### config.mk
export PLATFORM = sky130hd
export DESIGN_NAME = seg7_scan_capture_flat
export DESIGN_NICKNAME = d
export VERILOG_FILES = /design/src/rtl/seg7_pkg.sv /design/src/rtl/seg7_scan_capture_if.sv /design/src/rtl/seg7_decode.sv /design/src/rtl/seg7_scan_capture.sv /design/src/flat_wrapper.sv
export SDC_FILE = /design/constraint.sdc
export NUM_CORES = 1
export LEC_CHECK = 0
export CAP_MARGIN = 20
export CELL_PAD_IN_SITES_DETAIL_PLACEMENT = 0
export CELL_PAD_IN_SITES_GLOBAL_PLACEMENT = 1
export CORE_ASPECT_RATIO = 2
export CORE_MARGIN = 8
export CORE_UTILIZATION = 47
export CTS_CLUSTER_DIAMETER = 120
export DETAILED_ROUTE_END_ITERATION = 8
export GPL_ROUTABILITY_DRIVEN = 0
export PLACE_DENSITY_LB_ADDON = 0.1
export SETUP_SLACK_MARGIN = 0.05
export SYNTH_ARGS = -nofsm -noshare
export SYNTH_HDL_FRONTEND = slang
export SYNTH_SLANG_ARGS = --single-unit
### constraint.sdc
create_clock -name clk -period 10.9 [get_ports clk]
set_input_delay 2.18 -clock clk [delete_from_list [all_inputs] [get_ports clk]]
set_output_delay 2.18 -clock clk [all_outputs]
set_load 0.005 [all_outputs]
### src/rtl/seg7_pkg.sv
// Shared constants for the 7-segment display path: segment bit positions,
// the sixteen hex glyph patterns (active-high a..g) and the capture FSM states.
package seg7_pkg;

   localparam int SEG_A  = 7;
   localparam int SEG_B  = 6;
   localparam int SEG_C  = 5;
   localparam int SEG_D  = 4;
   localparam int SEG_E  = 3;
   localparam int SEG_F  = 2;
   localparam int SEG_G  = 1;
   localparam int SEG_DP = 0;

   localparam logic [6:0] PAT_0 = 7'b1111110;
   localparam logic [6:0] PAT_1 = 7'b0110000;
   localparam logic [6:0] PAT_2 = 7'b1101101;
   localparam logic [6:0] PAT_3 = 7'b1111001;
   localparam logic [6:0] PAT_4 = 7'b0110011;
   localparam logic [6:0] PAT_5 = 7'b1011011;
   localparam logic [6:0] PAT_6 = 7'b1011111;
   localparam logic [6:0] PAT_7 = 7'b1110000;
   localparam logic [6:0] PAT_8 = 7'b1111111;
   localparam logic [6:0] PAT_9 = 7'b1111011;
   localparam logic [6:0] PAT_A = 7'b1110111;
   localparam logic [6:0] PAT_B = 7'b0011111;
   localparam logic [6:0] PAT_C = 7'b1001110;
   localparam logic [6:0] PAT_D = 7'b0111101;
   localparam logic [6:0] PAT_E = 7'b1001111;
   localparam logic [6:0] PAT_F = 7'b1000111;

   typedef enum logic [1:0] {
      ST_IDLE,
      ST_SETTLE,
      ST_HELD
   } state_t;

endpackage

### src/rtl/seg7_scan_capture_if.sv
// Display bus (driver side) plus reconstructed frame outputs (capture side).
interface seg7_scan_capture_if;
   logic [7:0]  digitselect;
   logic [7:0]  segments;
   logic        frame_valid;
   logic [31:0] frame_value;
   logic [7:0]  frame_err;
   logic [7:0]  frame_dp;

   modport master (
      output digitselect, segments,
      input  frame_valid, frame_value, frame_err, frame_dp
   );

   modport slave (
      input  digitselect, segments,
      output frame_valid, frame_value, frame_err, frame_dp
   );
endinterface

### src/rtl/seg7_decode.sv
// Combinational glyph decoder: active-high a..g pattern to hex nibble.
// Blank, dash and any other non-hex glyph decode to 0 with ok low.
module seg7_decode
   import seg7_pkg::*;
(
   input  logic [6:0] pattern,
   output logic [3:0] nibble,
   output logic       ok
);

   always_comb begin
      nibble = 4'h0;
      ok     = 1'b1;
      case (pattern)
         PAT_0:   nibble = 4'h0;
         PAT_1:   nibble = 4'h1;
         PAT_2:   nibble = 4'h2;
         PAT_3:   nibble = 4'h3;
         PAT_4:   nibble = 4'h4;
         PAT_5:   nibble = 4'h5;
         PAT_6:   nibble = 4'h6;
         PAT_7:   nibble = 4'h7;
         PAT_8:   nibble = 4'h8;
         PAT_9:   nibble = 4'h9;
         PAT_A:   nibble = 4'hA;
         PAT_B:   nibble = 4'hB;
         PAT_C:   nibble = 4'hC;
         PAT_D:   nibble = 4'hD;
         PAT_E:   nibble = 4'hE;
         PAT_F:   nibble = 4'hF;
         default: ok = 1'b0;
      endcase
   end

endmodule

### src/rtl/seg7_scan_capture.sv
// Samples a scanned, active-low 8-digit display bus and rebuilds the shown
// 32-bit hex value, decimal points and per-digit decode errors.
module seg7_scan_capture
   import seg7_pkg::*;
#(
   parameter int unsigned SETTLE = 16
) (
   input  logic                clk,
   input  logic                reset,
   seg7_scan_capture_if.slave  bus
);

   localparam int CW = $clog2(SETTLE + 1);

   logic [7:0]    sel_q, seg_q, prev_sel_q, prev_seg_q;
   logic [CW-1:0] cnt_q, cnt_d, stable;
   state_t        state_q, state_d;
   logic [7:0]    seen_q, seen_d;
   logic [31:0]   nib_q, nib_d;
   logic [7:0]    err_q, err_d, dp_q, dp_d;
   logic          frame_valid_q, frame_valid_d;
   logic [31:0]   frame_value_q, frame_value_d;
   logic [7:0]    frame_err_q, frame_err_d, frame_dp_q, frame_dp_d;

   logic          change, legal, sample, complete;
   logic [7:0]    slot_wr;
   logic [6:0]    pattern;
   logic [3:0]    dec_nib;
   logic          dec_ok;

   assign pattern = ~{seg_q[SEG_A], seg_q[SEG_B], seg_q[SEG_C], seg_q[SEG_D],
                      seg_q[SEG_E], seg_q[SEG_F], seg_q[SEG_G]};

   seg7_decode u_decode (
      .pattern (pattern),
      .nibble  (dec_nib),
      .ok      (dec_ok)
   );

   // A legal select has exactly one low bit, so at most one slot is written.
   genvar gi;
   generate
      for (gi = 0; gi < 8; gi++) begin : g_slot
         assign slot_wr[gi] = sample & ~sel_q[gi];
      end
   endgenerate

   always_comb begin
      change = (sel_q != prev_sel_q) || (seg_q != prev_seg_q);
      legal  = ($countones(~sel_q) == 1);

      if (change)
         stable = CW'(1);
      else if (cnt_q == CW'(SETTLE))
         stable = cnt_q;
      else
         stable = cnt_q + CW'(1);
      cnt_d = stable;

      // HELD blocks a second sample of the same unchanged dwell.
      sample = legal && (change || state_q != ST_HELD) && (stable == CW'(SETTLE));

      if (!legal)
         state_d = ST_IDLE;
      else if (sample || (state_q == ST_HELD && !change))
         state_d = ST_HELD;
      else
         state_d = ST_SETTLE;

      nib_d    = nib_q;
      err_d    = err_q;
      dp_d     = dp_q;
      seen_d   = seen_q;
      complete = 1'b0;
      for (int i = 0; i < 8; i++) begin
         if (slot_wr[i]) begin
            nib_d[4*i +: 4] = dec_nib;
            err_d[i]        = ~dec_ok;
            dp_d[i]         = ~seg_q[SEG_DP];
         end
      end
      if (sample) begin
         seen_d = seen_q | slot_wr;
         if (seen_d == 8'hFF) begin
            complete = 1'b1;
            seen_d   = 8'h00;
         end
      end

      frame_valid_d = complete;
      frame_value_d = complete ? nib_d : frame_value_q;
      frame_err_d   = complete ? err_d : frame_err_q;
      frame_dp_d    = complete ? dp_d  : frame_dp_q;
   end

   always_ff @(posedge clk) begin
      if (reset) begin
         sel_q         <= 8'hFF;
         seg_q         <= 8'hFF;
         prev_sel_q    <= 8'hFF;
         prev_seg_q    <= 8'hFF;
         cnt_q         <= '0;
         state_q       <= ST_IDLE;
         seen_q        <= 8'h00;
         nib_q         <= 32'h0;
         err_q         <= 8'h00;
         dp_q          <= 8'h00;
         frame_valid_q <= 1'b0;
         frame_value_q <= 32'h0;
         frame_err_q   <= 8'h00;
         frame_dp_q    <= 8'h00;
      end else begin
         sel_q         <= bus.digitselect;
         seg_q         <= bus.segments;
         prev_sel_q    <= sel_q;
         prev_seg_q    <= seg_q;
         cnt_q         <= cnt_d;
         state_q       <= state_d;
         seen_q        <= seen_d;
         nib_q         <= nib_d;
         err_q         <= err_d;
         dp_q          <= dp_d;
         frame_valid_q <= frame_valid_d;
         frame_value_q <= frame_value_d;
         frame_err_q   <= frame_err_d;
         frame_dp_q    <= frame_dp_d;
      end
   end

   assign bus.frame_valid = frame_valid_q;
   assign bus.frame_value = frame_value_q;
   assign bus.frame_err   = frame_err_q;
   assign bus.frame_dp    = frame_dp_q;

endmodule

### src/flat_wrapper.sv
// flat-port wrapper written by rule: the top's interface ports become plain ports
module seg7_scan_capture_flat import seg7_pkg::*;
#(
   parameter int unsigned SETTLE = 16
)
  (clk, reset, bus_digitselect, bus_segments, bus_frame_valid, bus_frame_value, bus_frame_err, bus_frame_dp);
  seg7_scan_capture_if bus_i ();
  input  logic clk;
  input  logic reset;
  input wire logic [$bits(bus_i.digitselect)-1:0] bus_digitselect;
  input wire logic [$bits(bus_i.segments)-1:0] bus_segments;
  output wire logic [$bits(bus_i.frame_valid)-1:0] bus_frame_valid;
  output wire logic [$bits(bus_i.frame_value)-1:0] bus_frame_value;
  output wire logic [$bits(bus_i.frame_err)-1:0] bus_frame_err;
  output wire logic [$bits(bus_i.frame_dp)-1:0] bus_frame_dp;
  assign bus_i.digitselect = bus_digitselect;
  assign bus_i.segments = bus_segments;
  assign bus_frame_valid = bus_i.frame_valid;
  assign bus_frame_value = bus_i.frame_value;
  assign bus_frame_err = bus_i.frame_err;
  assign bus_frame_dp = bus_i.frame_dp;
  seg7_scan_capture #(.SETTLE(SETTLE)) u_core (.clk(clk), .reset(reset), .bus(bus_i));
endmodule
==> summary.txt <==
Syn Nets = 550
HP Class = register to register
Antenna-violating nets left = 0
Initial DRC Count = 175
Total power = 1.16 mW
Global Route Usage Sum = 16.6%
Dpl cell area = 6450 sq um
Area leader, netlist = dfxtp_1
Vias = 3836
Design area = 7030 sq um
Num rows = 57
R2r endpoint = u_core.bus.frame_err[4]
Sequential area share after synthesis = 50.2%
Total negative slack = 0 ns
# Post-CTS Setup Buffers = 0
WL/cell = 17.2 um
Area contributors post-synth = dfxtp_1, mux2i_1, o2bb2ai_1
Final Slew Violations = 0
WS Path Type = register to register
EDFF count, synth = 0
WL final = 12700 um
Fin Clk Skew = 0.00919 ns
# diodes = 0
Clock transition at path regs = 0.06 ns
Syn avg cell area = 11.0 sq um
Residual DRC count = 0
Critical path launch point type = register
Worst-Skew Late Latency = 0.42 ns
CP cell instances = inv_1 -> ha_1 -> fa_1 -> inv_1 -> fa_1 -> inv_1 -> ha_1 -> fa_1 -> or4b_1 -> inv_1 -> o211ai_1 -> buf_4 -> nor4_1 -> a21oi_4 -> buf_4 -> o2bb2ai_1
Top-count cell post-synth = dfxtp_1
Leakage = 2.53 nW
Maximum fanout along the worst path = 56
Number of global-route vias before repair = 4004
Power per cell area = 165 nW/um^2
Total grt overflow = 0
TritonRoute pass-1 iters = 6
Ys Warns = 0
I/O pin cnt = 67
Post-synth ARST share = 0%
Mapped Area = 5740 sq um
Synth unique cells = 49
Achievable frequency = 207 MHz
Max-Cap Viols = 0
Final Instance Count excl. Fillers = 736
Top FF cell, synth = dfxtp_1
Nets@finish = 606
Hold EP = u_core.bus.frame_err[3]
Largest net degree at the start of global routing = 88
CTS tree = built
Status = completed
Initial antenna violation count = 0
Area Overhead vs Synth = 22.4%
Synth Register Bits = 144
CP required = 11.18 ns
Final setup margin = 6.06 ns
Setup violations, final = 0
Setup WS pre-CTS = 6.04 ns
Die area = 16200 sq um
CP Data Arrival Time = 5.12 ns
Sink Count = 144
Starting Density = 47.6%
CTS Buffer Depth = 2
Clk root buf = clkbuf_16
Core area = 12100 sq um
Synth Instances = 520
FF-to-FF path depth = 16
Die Span Y = 172 um
Port bufs = 66
HPWL Detailed = 8490 um
Rel. slew slack = 32.6%
CTS Buf Count = 17
Placed Instances = 704
Final count of hold timing violations = 0
Crit-path most repeated cell = inv_1
H-Tree Depth = 4
CP Capture Type = register
Drt via density = 5.21
CP peak stage delay = 0.56 ns
Hold WS = 0.466 ns
Fin util = 58.3%
Reg2reg setup slack = 6.06 ns
Hold_buf cts = 0
Global-route wire length before repair = 20900 um
Top post-synthesis cells by count = dfxtp_1, nor2_1, mux2i_1, or2_2, o2bb2ai_1
Worst path slowest cell = nor4_1
Hold_sp = u_core.bus.frame_err[3]
Worst slew pin tran = 1.01 ns
Layout cells sized above 1 = 17.7%
Min cycle time layout = 4.84 ns
Min-Delay Path Depth = 1
Yosys top cell area share = 50.2%
Worst vdd rail ir drop = 0.117 mV
Reg-to-reg startpoint = u_core.sel_q[6]
Period utilisation layout = 44.4%
RSZ-0062 raised after global routing = false
Die width = 94.2 um
Post_cts resized = 0
## critical path, delay by kind of cell (launching register included)
family                     cells  cell delay (ns)
adders and majority gates      5             1.92
AOI/OAI and AO/OA              3             0.41
DFF                            1             0.37
buffers and inverters          6             0.89
and+or+nand+nor                2             1.08
## registers in the layout, indices dropped and copies added (netlist names)
signal	flops
u_core.prev_seg_q	8
u_core.prev_sel_q	8
u_core.sel_q	8
u_core.seg_q	8
u_core.bus.frame_value	32
u_core.bus.frame_dp	8
u_core.err_q	8
u_core.dp_q	8
u_core.bus.frame_valid	1
u_core.state_q	2
u_core.nib_q	32
u_core.cnt_q	5
u_core.bus.frame_err	8
u_core.seen_q	8
## power by group
part           internal [mW]  switching [mW]
combinational         0.0225          0.0290
sequential             0.533         0.00876
clock                  0.330           0.235
total                  0.885           0.273
## placed cells by master, fill, tap and decap left out, types with 4 or more instances in the layout
| cell type | n |
|---|---|
| buf_4 | 4 |
| clkbuf_16 | 17 |
| clkdlybuf4s50_1 | 65 |
| dfxtp_1 | 144 |
| fa_1 | 4 |
| ha_1 | 8 |
| inv_1 | 22 |
| inv_6 | 5 |
| mux2i_1 | 50 |
| nand2_1 | 12 |
| nand3b_1 | 4 |
| nor2_1 | 57 |
| nor3_1 | 8 |
| nor4_1 | 5 |
| nor4_4 | 8 |
| o21a_1 | 10 |
| o21ai_0 | 4 |
| o2bb2ai_1 | 31 |
| o2bb2ai_2 | 17 |
| or2_2 | 35 |
| xnor2_1 | 4 |
| xor2_1 | 20 |
## worst max-delay path by stage
stage	start	end	slack, ns	cells after the start
floorplan	u_core.sel_q[6]	u_core.bus.frame_value[13]	6.59	17
finish	u_core.sel_q[6]	u_core.bus.frame_err[4]	6.06	16
global placement	u_core.sel_q[6]	u_core.bus.frame_value[29]	6.13	16
CTS	u_core.sel_q[6]	u_core.bus.frame_value[30]	6.02	16
detailed placement	u_core.sel_q[6]	u_core.bus.frame_value[30]	6.04	16
global route	u_core.sel_q[6]	u_core.bus.frame_err[4]	5.81	16
## layout make-up
type / count / area, sq um
fillers: 1079 / 5030
clock inverters: 13 / 125
inverters: 22 / 82.6
well taps: 147 / 184
flip-flops and latches: 144 / 2880
multi-input cells: 321 / 2610
clock buffers: 19 / 453
repair buffers: 70 / 686
## metal layers
metal  part of all wire (%)  track usage (%)  vias to the layer above
met5                      0                0                        -
li1                       -                -                     1912
met1                     42             18.7                     1855
met4                    1.9             6.95                        0
met3                    3.6             4.65                       14
met2                     52             28.5                       55
## cells by family (layout without fill, tap and decap cells)
logic type / after synthesis / after routing / share of synthesized area, %
xor gates and xnor gates: 24 / 24 / 3.66
and+or+nand+nor: 156 / 156 / 16.8
adders and majority gates: 12 / 12 / 3.14
DFF: 144 / 144 / 50.2
muxes: 50 / 50 / 8.72
AOI/OAI and AO/OA: 79 / 79 / 12.9
buffers and inverters: 55 / 124 / 4.62
(Power assumes the default switching activity.)
==> variant: new RTL, same settings <==
Take the reset off `frame_value_q` and load it in a clocked block of its own.
--- a/src/rtl/seg7_scan_capture.sv
+++ b/src/rtl/seg7_scan_capture.sv
@@ -107,5 +107,4 @@
          dp_q          <= 8'h00;
          frame_valid_q <= 1'b0;
-         frame_value_q <= 32'h0;
          frame_err_q   <= 8'h00;
          frame_dp_q    <= 8'h00;
@@ -122,8 +121,11 @@
          dp_q          <= dp_d;
          frame_valid_q <= frame_valid_d;
-         frame_value_q <= frame_value_d;
          frame_err_q   <= frame_err_d;
          frame_dp_q    <= frame_dp_d;
       end
+   end
+
+   always_ff @(posedge clk) begin
+      frame_value_q <= frame_value_d;
    end
 
Check against the original RTL: no difference found for any inputs over 10 cycles, from zero or initial values and one cycle with reset high; that may be too few to reach the edited logic, so the function may still have changed.
==> variant against the unedited design <==
Worst setup slack worse by 0.039 ns; sequential cell count stayed put; area after synthesis is 1.4% higher; wire length is 1.5% lower; critical path depth stayed put; largest power group unchanged; combinational power is 3% lower; cell area is 1.9% higher; synthesized cell count is 7.5% lower; power is 1.3% higher.
==> variant: results (changes against the unedited design) <==
- The run finished with clean final reports.
- The via count of the first global-routing pass is 3875 (-3.2%).
- The total half-perimeter wirelength after legalization and detailed placement was 8.70 mm (+2.5%).
- The fraction of the yosys area taken by sequential cells is 0.550 (+0.0482).
- The met1 wire length is 4.75 mm (-11%).
- The part of the total power dissipated in the clock network is 0.482 (-0.006).
- The count of different cell masters after synthesis is 54 (+10%).
- The post-synthesis average cell area is 12.1 µm² (+9.6%).
- The largest stage delay on the critical path was 0.53 ns (-0.03 ns).
- The pin count of the biggest net entering global routing is 87 (-1.1%).
- The number of enable-type register cells in the synthesized netlist is 32 (+32).
- The register-to-register path setup slack came to 6.02 ns (-0.04 ns).
- The part of the total power dissipated in sequential elements came to 0.475 (+0.007).
- The area growth from synthesis to layout is 23.0%.
- Ranked by instance count, the synthesized netlist is headed by sky130_fd_sc_hd__dfxtp_1, sky130_fd_sc_hd__mux2_2, sky130_fd_sc_hd__or2_2, sky130_fd_sc_hd__edfxtp_1, sky130_fd_sc_hd__and2b_1.
- The relative slew slack is 0.352 (+0.0264).
- The DRC marker count from the first detailed-route iteration was 169 (-3.4%).
- The cell count after placement came to 674 (-4.3%).
- The total routed wirelength is 12.5 mm (-1.5%).
- The switching share of power came to 0.248 (+0.0127).
- The highest-delay cell along the critical path is sky130_fd_sc_hd__fa_1.
- The proportion of layout cells with a drive suffix above 1 is 0.222 (+0.0453).
- The maximum ir drop on the vdd rail came to 0.127 mV (+8.9%).
- The static leakage was 2.92 nW (+15%).
- The final net count is 576 (-5.0%).
- The amount of wire on met2 after detailed routing came to 6.92 mm (+4.3%).
- The worst clock skew is 0.0117 ns (+0.00246 ns).
==> variant: cell count changes in the layout (fill, tap and decap cells not counted), moves of 8 or more <==
cell                        change
sky130_fd_sc_hd__a22o_1         +8
sky130_fd_sc_hd__mux2_2        +40
sky130_fd_sc_hd__mux2i_1       -40
sky130_fd_sc_hd__nor2_1        -36
sky130_fd_sc_hd__dfxtp_1       -32
sky130_fd_sc_hd__nor2b_1       +16
sky130_fd_sc_hd__o2bb2ai_1     -23
sky130_fd_sc_hd__and2b_1       +24
sky130_fd_sc_hd__o2bb2ai_2     -17
sky130_fd_sc_hd__edfxtp_1      +32
==> variant: cell type report <==
cell class | instances | area share
timing repair buffer | 70 | 0.0958
clock inverter | 14 | 0.0213
clock buffer | 18 | 0.0600
sequential | 144 | 0.447
tap | 147 | 0.0257
multi-input combinational | 292 | 0.339
inverter | 21 | 0.0110
==> variant: worst paths after layout <==
| path | start | endpoint | cells after the start |
|---|---|---|---|
| worst min-delay path | u_core.seen_q[3] | u_core.seen_q[3] | 1 |
| worst min register to register | u_core.seen_q[3] | u_core.seen_q[3] | 1 |
| worst max-delay path | u_core.sel_q[6] | u_core.bus.frame_dp[3] | 16 |
| worst max register to register | u_core.sel_q[6] | u_core.bus.frame_dp[3] | 16 |
==> variant: cells by family (layout without fill, tap and decap cells) <==
| group | Yosys count | count (layout) |
|---|---|---|
| multiplexers | 50 | 50 |
| AO/OA/AOI/OAI | 43 | 43 |
| AND/OR/NAND/NOR | 165 | 165 |
| XOR/XNOR | 22 | 22 |
| buffers and inverters | 45 | 123 |
| flip-flops | 144 | 144 |
| adder cells (fa/ha/maj) | 12 | 12 |
==> variant: worst reg2reg max path, stage by stage (launching register included) <==
cell and delay, ns:
sky130_fd_sc_hd__dfxtp_1 0.37, sky130_fd_sc_hd__inv_1 0.09, sky130_fd_sc_hd__ha_1 0.22, sky130_fd_sc_hd__fa_1 0.53, sky130_fd_sc_hd__inv_1 0.06, sky130_fd_sc_hd__fa_1 0.53, sky130_fd_sc_hd__inv_1 0.04, sky130_fd_sc_hd__ha_1 0.20
sky130_fd_sc_hd__fa_1 0.45, sky130_fd_sc_hd__nor4b_1 0.30, sky130_fd_sc_hd__o211ai_1 0.16, sky130_fd_sc_hd__buf_4 0.25, sky130_fd_sc_hd__nor4_2 0.28, sky130_fd_sc_hd__buf_4 0.48, sky130_fd_sc_hd__nor2_1 0.30, sky130_fd_sc_hd__buf_4 0.28
sky130_fd_sc_hd__a22o_1 0.24
==> variant: per-layer routing <==
layer | global-route usage | vias up
met5 | 0 | -
met4 | 0.0702 | 0
met3 | 0.0447 | 17
met2 | 0.286 | 93
met1 | 0.171 | 1800
li1 | - | 1795
